**config.mk**
```make
export PLATFORM = sky130hd
export DESIGN_NAME = button_gesture_decoder_flat
export DESIGN_NICKNAME = d
export VERILOG_FILES = /design/src/rtl/button_gesture_decoder_pkg.sv /design/src/rtl/button_gesture_decoder_if.sv /design/src/rtl/button_gesture_decoder_tick_gen.sv /design/src/rtl/button_gesture_decoder.sv /design/src/flat_wrapper.sv
export SDC_FILE = /design/constraint.sdc
export NUM_CORES = 1
export LEC_CHECK = 0
export CAP_MARGIN = 20
export CORE_MARGIN = 4
export CORE_UTILIZATION = 58
export CTS_CLUSTER_SIZE = 40
export DETAILED_ROUTE_END_ITERATION = 7
export PLACE_DENSITY_LB_ADDON = 0.05
export SKIP_LAST_GASP = 1
export SYNTH_ARGS = -nofsm -noshare
export SYNTH_HDL_FRONTEND = slang
export SYNTH_SLANG_ARGS = --single-unit
```
**constraint.sdc**
```tcl
create_clock -name sysclk -period 2.85 [get_ports sysclk]
set_clock_uncertainty 0.2 [all_clocks]
set_input_delay 0.855 -clock sysclk [delete_from_list [all_inputs] [get_ports sysclk]]
set_output_delay 0.855 -clock sysclk [all_outputs]
set_load 0.01 [all_outputs]
```
**src/rtl/button_gesture_decoder_pkg.sv**
```systemverilog
// Shared definitions for the button gesture decoder.
//   - One-hot state encoding (5 bits) for the gesture FSM.
//   - Default tick constants (1 ms tick at 50 MHz).
//   - Packed event struct for the registered pulse outputs.
package button_gesture_decoder_pkg;

  localparam int STATE_W = 5;
  typedef logic [STATE_W-1:0] state_t;

  localparam state_t ST_IDLE   = 5'b00001;
  localparam state_t ST_PRESS1 = 5'b00010;
  localparam state_t ST_WAIT2  = 5'b00100;
  localparam state_t ST_PRESS2 = 5'b01000;
  localparam state_t ST_LONG   = 5'b10000;

  localparam int DEF_TICK_DIV     = 50000;
  localparam int DEF_CNT_W        = 16;
  localparam int DEF_LONG_TICKS   = 1000;
  localparam int DEF_DCLICK_TICKS = 250;

  // One bit per pulse output; 'rel' and 'lng' avoid SV keywords.
  typedef struct packed {
    logic press;
    logic rel;
    logic click;
    logic dclick;
    logic lng;
  } evt_t;

endpackage

```
**src/rtl/button_gesture_decoder_if.sv**
```systemverilog
// Signal bundle between the debounce stage / UI logic and the decoder.
//   signal_i : debounced button level (sysclk-synchronous)
//   press_o, release_o, click_o, dclick_o, long_o : one-cycle event pulses
//   held_o   : level, 1 while the button is pressed
//   state_o  : debug view of the gesture FSM state (one-hot)
// There is no valid/ready handshake: signal_i is sampled every cycle and
// every output is a registered pulse or level, valid in every cycle.
// slave  = the decoder, master = whoever drives the button and consumes events.
interface button_gesture_decoder_if;
  import button_gesture_decoder_pkg::*;

  logic   signal_i;
  logic   press_o;
  logic   release_o;
  logic   click_o;
  logic   dclick_o;
  logic   long_o;
  logic   held_o;
  state_t state_o;

  modport slave (
    input  signal_i,
    output press_o, release_o, click_o, dclick_o, long_o, held_o, state_o
  );

  modport master (
    output signal_i,
    input  press_o, release_o, click_o, dclick_o, long_o, held_o, state_o
  );
endinterface

```
**src/rtl/button_gesture_decoder_tick_gen.sv**
```systemverilog
// tick_gen: prescaler producing one tick every TICK_DIV sysclk cycles.
//   sysclk : clock
//   reset  : asynchronous active-high reset
//   clr_i  : synchronous clear, wins over counting
//   tick_o : high while the prescaler sits at its terminal count
module tick_gen #(
  parameter int TICK_DIV = 50000
) (
  input  logic sysclk,
  input  logic reset,
  input  logic clr_i,
  output logic tick_o
);
  localparam int PW = (TICK_DIV > 2) ? $clog2(TICK_DIV) : 1;
  localparam logic [PW-1:0] TERM = PW'(TICK_DIV - 1);

  logic [PW-1:0] r_pre;

  always_ff @(posedge sysclk or posedge reset) begin
    if (reset) begin
      r_pre <= '0;
    end else if (clr_i) begin
      r_pre <= '0;
    end else if (r_pre == TERM) begin
      r_pre <= '0;
    end else begin
      r_pre <= r_pre + 1'b1;
    end
  end

  // Tick is seen on the TICK_DIV-th edge after a clear.
  assign tick_o = (r_pre == TERM);
endmodule

```
**src/rtl/button_gesture_decoder.sv**
```systemverilog
// button_gesture_decoder: turns a clean button level into registered
// press / release / click / double-click / long-press pulses and a held level.
//   sysclk, reset : clock and asynchronous active-high reset
//   bus (slave)   : signal_i in; press_o, release_o, click_o, dclick_o,
//                   long_o, held_o, state_o out
// Thresholds are in prescaler ticks; the tick counter and prescaler restart
// on every FSM transition so each phase is timed from its own start.
module button_gesture_decoder
  import button_gesture_decoder_pkg::*;
#(
  parameter int TICK_DIV     = DEF_TICK_DIV,
  parameter int CNT_W        = DEF_CNT_W,
  parameter int LONG_TICKS   = DEF_LONG_TICKS,
  parameter int DCLICK_TICKS = DEF_DCLICK_TICKS,
  parameter bit ACTIVE_LOW   = 1'b1
) (
  input  logic                     sysclk,
  input  logic                     reset,
  button_gesture_decoder_if.slave  bus
);
  localparam logic [CNT_W-1:0] CNT_MAX = '1;
  localparam logic [CNT_W-1:0] LONG_C  = CNT_W'(LONG_TICKS);
  localparam logic [CNT_W-1:0] DCLK_C  = CNT_W'(DCLICK_TICKS);

  logic             w_pressed, w_pe, w_re, w_tick, w_trans;
  logic             r_prev;
  logic [CNT_W-1:0] r_cnt;
  state_t           r_state, w_next;
  evt_t             r_evt, w_evt;

  assign w_pressed = bus.signal_i ^ ACTIVE_LOW;
  // r_prev resets to "not pressed" so an idle-level input never fakes an edge.
  assign w_pe = w_pressed & ~r_prev;
  assign w_re = ~w_pressed & r_prev;

  tick_gen #(.TICK_DIV(TICK_DIV)) u_tick (
    .sysclk (sysclk),
    .reset  (reset),
    .clr_i  (w_trans),
    .tick_o (w_tick)
  );

  // Edges are tested before thresholds so an edge always wins a tie.
  always_comb begin
    w_next       = r_state;
    w_evt        = '0;
    w_evt.press  = w_pe;
    w_evt.rel    = w_re;
    case (r_state)
      ST_IDLE: begin
        if (w_pe) w_next = ST_PRESS1;
      end
      ST_PRESS1: begin
        if (w_re) begin
          w_next = ST_WAIT2;
        end else if (r_cnt == LONG_C) begin
          w_next    = ST_LONG;
          w_evt.lng = 1'b1;
        end
      end
      ST_WAIT2: begin
        if (w_pe) begin
          w_next = ST_PRESS2;
        end else if (r_cnt == DCLK_C) begin
          w_next      = ST_IDLE;
          w_evt.click = 1'b1;
        end
      end
      ST_PRESS2: begin
        if (w_re) begin
          w_next       = ST_IDLE;
          w_evt.dclick = 1'b1;
        end else if (r_cnt == LONG_C) begin
          w_next    = ST_LONG;
          w_evt.lng = 1'b1;
        end
      end
      ST_LONG: begin
        if (w_re) w_next = ST_IDLE;
      end
      default: w_next = ST_IDLE;
    endcase
  end

  assign w_trans = (w_next != r_state);

  always_ff @(posedge sysclk or posedge reset) begin
    if (reset) begin
      r_state <= ST_IDLE;
      r_prev  <= 1'b0;
      r_cnt   <= '0;
      r_evt   <= '0;
    end else begin
      r_state <= w_next;
      r_prev  <= w_pressed;
      r_evt   <= w_evt;
      if (w_trans) begin
        r_cnt <= '0;
      end else if (w_tick && (r_cnt != CNT_MAX)) begin
        r_cnt <= r_cnt + 1'b1;
      end
    end
  end

  assign bus.press_o   = r_evt.press;
  assign bus.release_o = r_evt.rel;
  assign bus.click_o   = r_evt.click;
  assign bus.dclick_o  = r_evt.dclick;
  assign bus.long_o    = r_evt.lng;
  assign bus.held_o    = r_prev;
  assign bus.state_o   = r_state;
endmodule

```
**src/flat_wrapper.sv**
```systemverilog
// flat-port wrapper written by rule: the top's interface ports become plain ports
module button_gesture_decoder_flat import button_gesture_decoder_pkg::*;
#(
  parameter int TICK_DIV     = DEF_TICK_DIV,
  parameter int CNT_W        = DEF_CNT_W,
  parameter int LONG_TICKS   = DEF_LONG_TICKS,
  parameter int DCLICK_TICKS = DEF_DCLICK_TICKS,
  parameter bit ACTIVE_LOW   = 1'b1
)
  (sysclk, reset, bus_signal_i, bus_press_o, bus_release_o, bus_click_o, bus_dclick_o, bus_long_o, bus_held_o, bus_state_o);
  button_gesture_decoder_if bus_i ();
  input  logic sysclk;
  input  logic reset;
  input wire logic [$bits(bus_i.signal_i)-1:0] bus_signal_i;
  output wire logic [$bits(bus_i.press_o)-1:0] bus_press_o;
  output wire logic [$bits(bus_i.release_o)-1:0] bus_release_o;
  output wire logic [$bits(bus_i.click_o)-1:0] bus_click_o;
  output wire logic [$bits(bus_i.dclick_o)-1:0] bus_dclick_o;
  output wire logic [$bits(bus_i.long_o)-1:0] bus_long_o;
  output wire logic [$bits(bus_i.held_o)-1:0] bus_held_o;
  output wire logic [$bits(bus_i.state_o)-1:0] bus_state_o;
  assign bus_i.signal_i = bus_signal_i;
  assign bus_press_o = bus_i.press_o;
  assign bus_release_o = bus_i.release_o;
  assign bus_click_o = bus_i.click_o;
  assign bus_dclick_o = bus_i.dclick_o;
  assign bus_long_o = bus_i.long_o;
  assign bus_held_o = bus_i.held_o;
  assign bus_state_o = bus_i.state_o;
  button_gesture_decoder #(.TICK_DIV(TICK_DIV), .CNT_W(CNT_W), .LONG_TICKS(LONG_TICKS), .DCLICK_TICKS(DCLICK_TICKS), .ACTIVE_LOW(ACTIVE_LOW)) u_core (.sysclk(sysclk), .reset(reset), .bus(bus_i));
endmodule
```
# Word-level counts from Yosys, hierarchy flattened
# Index checks and enable logic that the tools add are counted.
# totals
reg_bits,43
input_bits,3
out_inout_bits,11
word_cells,48
# op_classes
n_addsub,2
n_eq_ne,10
n_mux,20
n_bitwise,4
n_reduce_logical,3
# ops
operator,n
2-to-1 mux 16 bit,4
2-to-1 mux 5 bit,7
adder 16 x 1 -> 16 bit (second input constant),2
one-hot mux 5 bit (5 select lines),1
equality test 16 x 10 -> 1 bit (second input constant),1
equality test 16 bit (second input constant),1
equality test 16 x 8 -> 1 bit (second input constant),1
!= test 16 bit (second input constant),1
2-to-1 mux 1 bit,8
equality test 5 x 1 -> 1 bit (second input constant),1
equality test 5 x 2 -> 1 bit (second input constant),1
equality test 5 x 3 -> 1 bit (second input constant),1
equality test 5 x 4 -> 1 bit (second input constant),1
equality test 5 bit (second input constant),1
!= test 5 bit,1
bitwise AND 1 bit,2
NOT 1 bit,2
nonzero test 2 bit,1
OR reduction 2 bit,1
logical AND 1 bit,1

# Depth between registers and ports, before layout
# depth
ltp_word,6
ltp_mapped,8
ltp_nobuf,7

# By module
# A second synthesis with hierarchy kept.
# unflattened
hier_cells,250
area_unflattened_um2,2537.4
# modules_own_cells
mod,instances,cells_per_inst,area_each_um2,seq_area_each_um2
button_gesture_decoder,1,169,1751.7,676.9
tick_gen,1,81,785.8,400.4

# Worst setup path before layout
# No wires, ideal clock.
# synth_timing
path_type,register to register
from,"register u_core.r_state[3], in the netlist u_core.bus.state_o[3]"
to,register u_core.u_tick.r_pre[14]
setup_ns,0.080
arrival_ns,1.829
required_ns,2.570
slack_ns,0.741
stages_incl_launch_ff,7
n_path_buf,2
synth_period_minus_slack_ns,2.109
cell_sequence,dfrtp_1 buf_6 or3_4 or3b_4 o221a_4 buf_6 nor3_2
# synth_between
elab_chain_cells,5
elab_cells_between_ends,15
cone_classes,eq/ne (6); mux (9)
# synth_rtl
element,line,source
start: declaration,button_gesture_decoder.sv:28,"state_t r_state, w_next;"
start signal: assignment,button_gesture_decoder.sv:94,r_state <= w_next;
"2-to-1 mux 5 bit, on equally long branches","button_gesture_decoder.sv:56, button_gesture_decoder.sv:73, button_gesture_decoder.sv:64",
"2-to-1 mux 5 bit, on equally long branches","button_gesture_decoder.sv:70, button_gesture_decoder.sv:54, button_gesture_decoder.sv:62",
one-hot mux 5 bit (5 select lines),button_gesture_decoder.sv:49,case (r_state)
!= test 5 bit (*),button_gesture_decoder.sv:85,assign w_trans = (w_next != r_state);
2-to-1 mux 16 bit (*),button_gesture_decoder_tick_gen.sv:22,end else if (clr_i) begin
end signal: assignment,button_gesture_decoder_tick_gen.sv:27,r_pre <= r_pre + 1'b1;
end: declaration,button_gesture_decoder_tick_gen.sv:17,logic [PW-1:0] r_pre;
# Every way passes the cells marked *; elsewhere a longest branch is shown, timed or not.
# A chain may end at the register's enable or synchronous reset.

# Worst setup path after layout
# layout_timing
from,"register u_core.r_state[0], in the netlist u_core.bus.state_o[0]"
to,output port bus_state_o[0]
# layout_lines
element,line,source
end: declaration,flat_wrapper.sv:21,output wire logic [$bits(bus_i.state_o)-1:0] bus_state_o;
# No word-level cell between the ends.

==> metrics.yaml <==
cp_top_family: "flip-flops"
num_vias: 1771
finalHoldViolCount: 0
grt_pass1_vias: 1868
diodes: 0
syn_nets: 240
wl_per_cell_um: 15.9
hold-worst-slack_ns: 0.312
cts_buffer_depth: 2
first_iter_violations: 133
worst_setup_path_end_kind: "output pin"
synth_most_common_cell: "dfrtp_1"
synth_edf_count: 0
track_usage: 0.203
hp-class: "register to register"
setup_viol: 0
syn_inst: 233
dp.cells: 288
r2r-end: "u_core.u_tick.r_pre[15]"
rr_worst_depth: 5
r2r_slack_ns: 0.45
die_h_um: 71.4
path_clk_slew_ns: 0.07
relSlewSlack: 0.553
cp_slowest_stage_delay_ns: 0.64
cp_max_fo: 10
io_pins: 14
avgSynthCellArea_um2: 10.0
cts.sinks: 43
ctsResizeCount: 0
critPathLaunchType: "register"
cts_htree_levels: 2
ys_ff_latch: 43
worst_path_max_delay_cell: "dfstp_2"
gp_congestion: 0.925
synthArstFlopShare: 1.00
tightestPinTransition_ns: 0.666
drt-total-wl_mm: 4.71
synth_top_cell_area_share: 0.450
yosys_warnings: 0
synthTopCellsByCount: "42 x dfrtp_1, 30 x nor2_1, 19 x xnor2_1"
clk_latency_ns: 0.28
ir_drop_uv: 419
first_pass_iters: 4
critPathCapture: "bus_state_o[0]"
cts_root_buf: "clkbuf_8"
drive_above_1_share: 0.109
viasPerCell: 5.98
synthFlopType: "dfrtp_1"
startpoint: "u_core.bus.state_o[0]"
post-route-period-util: 0.897
hpwl_mm: 3.18
cts_tree: "yes"
rr_startpoint: "u_core.r_cnt[12]"
cp.depth: 1
grt_pass1_wl_mm: 8.38
stdcell_count: 296
grt_overflow: 0
critical_path.cell_chain: "clkdlybuf4s50_1"
die_area_mm2: 0.00510
die_w_um: 71.4
cp.buffers_inverters: 1
p_leak_uw: 0.00104
synth_top_area_cell: "dfrtp_1"
ys_seq_area_frac: 0.461
core_mm2: 0.00377
ant_nets: 0
max_cap_violations: 0
rsz0062_at_grt: "false"
grt_antenna_before_repair: 0
final_nets: 254
drv_slew: 0
worst_ep_arrival_time_ns: 1.50
fmax_mhz: 391
grt_max_degree: 44
pwr_density_cell_mw_per_mm2: 500
area_delta_synth_final_pct: 10.3
hold_buffers: 0
critPathRequiredTime_ns: 1.80
cts_buffers: 5
start_util: 0.619
cts_setup_buffers: 0
synthTopCellsByArea: "dfrtp_1 45%, xnor2_1 7.1%, xor2_1 4.9%"
drc: 0
finalCriticalPeriod_ns: 2.56
yosysUniqueCellTypes: 42
status: "completed"
rows: 22
synthesis.area_mm2: 0.00233
path_class: "register to output pin"
portBuffers: 13
[area by class of cell]
type	count	area (um^2)
Clock buffer	8	80.1
Sequential cell	43	1080
Fill cell	277	1190
Tap cell	48	60.1
Multi-Input combinational cell	172	1170
Inverter	8	30.0
Timing Repair Buffer	17	160
[logic make-up after synthesis]
logic type | synth area share
buffers and inverters | 0.0380
and+or+nand+nor | 0.312
DFF | 0.461
adders and majority gates | 0.0214
xor gates and xnor gates | 0.120
AOI/OAI and AO/OA | 0.0466
[report_power, final]
group / internal, uW / switching (uW)
clock network: 174 / 187
logic: 91.7 / 142
registers: 644 / 48.2
total: 910 / 377
[stage by stage]
stage	setup slack (ns)	cell area, um^2	utilization	setup TNS (ns)	total power [uW]
2_1_floorplan	0.741	2330	-	0	883
3_3_place_gp	0.178	2500	0.662	0	925
3_5_place_dp	-0.0277	2500	0.662	-0.0277	938
4_1_cts	0.270	2580	0.683	0	1310
5_1_grt	0.200	2580	0.683	0	1360
6_report	0.293	2580	0.683	0	1290
[worst min-delay path by stage]
stage	startpoint	endpoint	depth (start not counted)
after detailed placement	u_core.u_tick.r_pre[0]	u_core.u_tick.r_pre[0]	1
after CTS	u_core.u_tick.r_pre[0]	u_core.u_tick.r_pre[0]	1
after global placement	u_core.u_tick.r_pre[0]	u_core.u_tick.r_pre[0]	1
after global routing	u_core.u_tick.r_pre[0]	u_core.u_tick.r_pre[0]	1
final	u_core.u_tick.r_pre[0]	u_core.u_tick.r_pre[0]	1
after floorplan	u_core.u_tick.r_pre[0]	u_core.u_tick.r_pre[0]	1
[cell usage in the layout (no fill, tap or decap), drive strengths merged, types with 2 or more instances in the layout]
cell type	instances
a21oi	4
and3	4
and4	5
and4bb	2
buf	4
clkbuf	8
clkdlybuf4s50	13
dfrtp	42
ha	4
inv	8
nand2	16
nand3	10
nand4	11
nor2	30
nor2b	2
nor3	15
nor3b	2
nor4	11
nor4b	5
o21ai	4
or3b	2
xnor2	19
xor2	13
[flip-flops by register name, summed over array words and instances (netlist names)]
register              cells
u_core.bus.state_o        5
u_core.bus.long_o         1
u_core.bus.release_o      1
u_core.bus.dclick_o       1
u_core.bus.press_o        1
u_core.u_tick.r_pre      16
u_core.r_cnt             16
u_core.bus.held_o         1
u_core.bus.click_o        1
[metal layers]
layer	global-route usage	share of wire	vias up	wire length (um)
met2	0.326	0.50	32	2350
li1	-	-	852	-
met3	0.0393	0.027	6	129
met4	0.0668	0.0085	0	40
met5	0	0	-	0
met1	0.277	0.46	881	2180
Note: power is estimated with default switching activity, not from simulation.
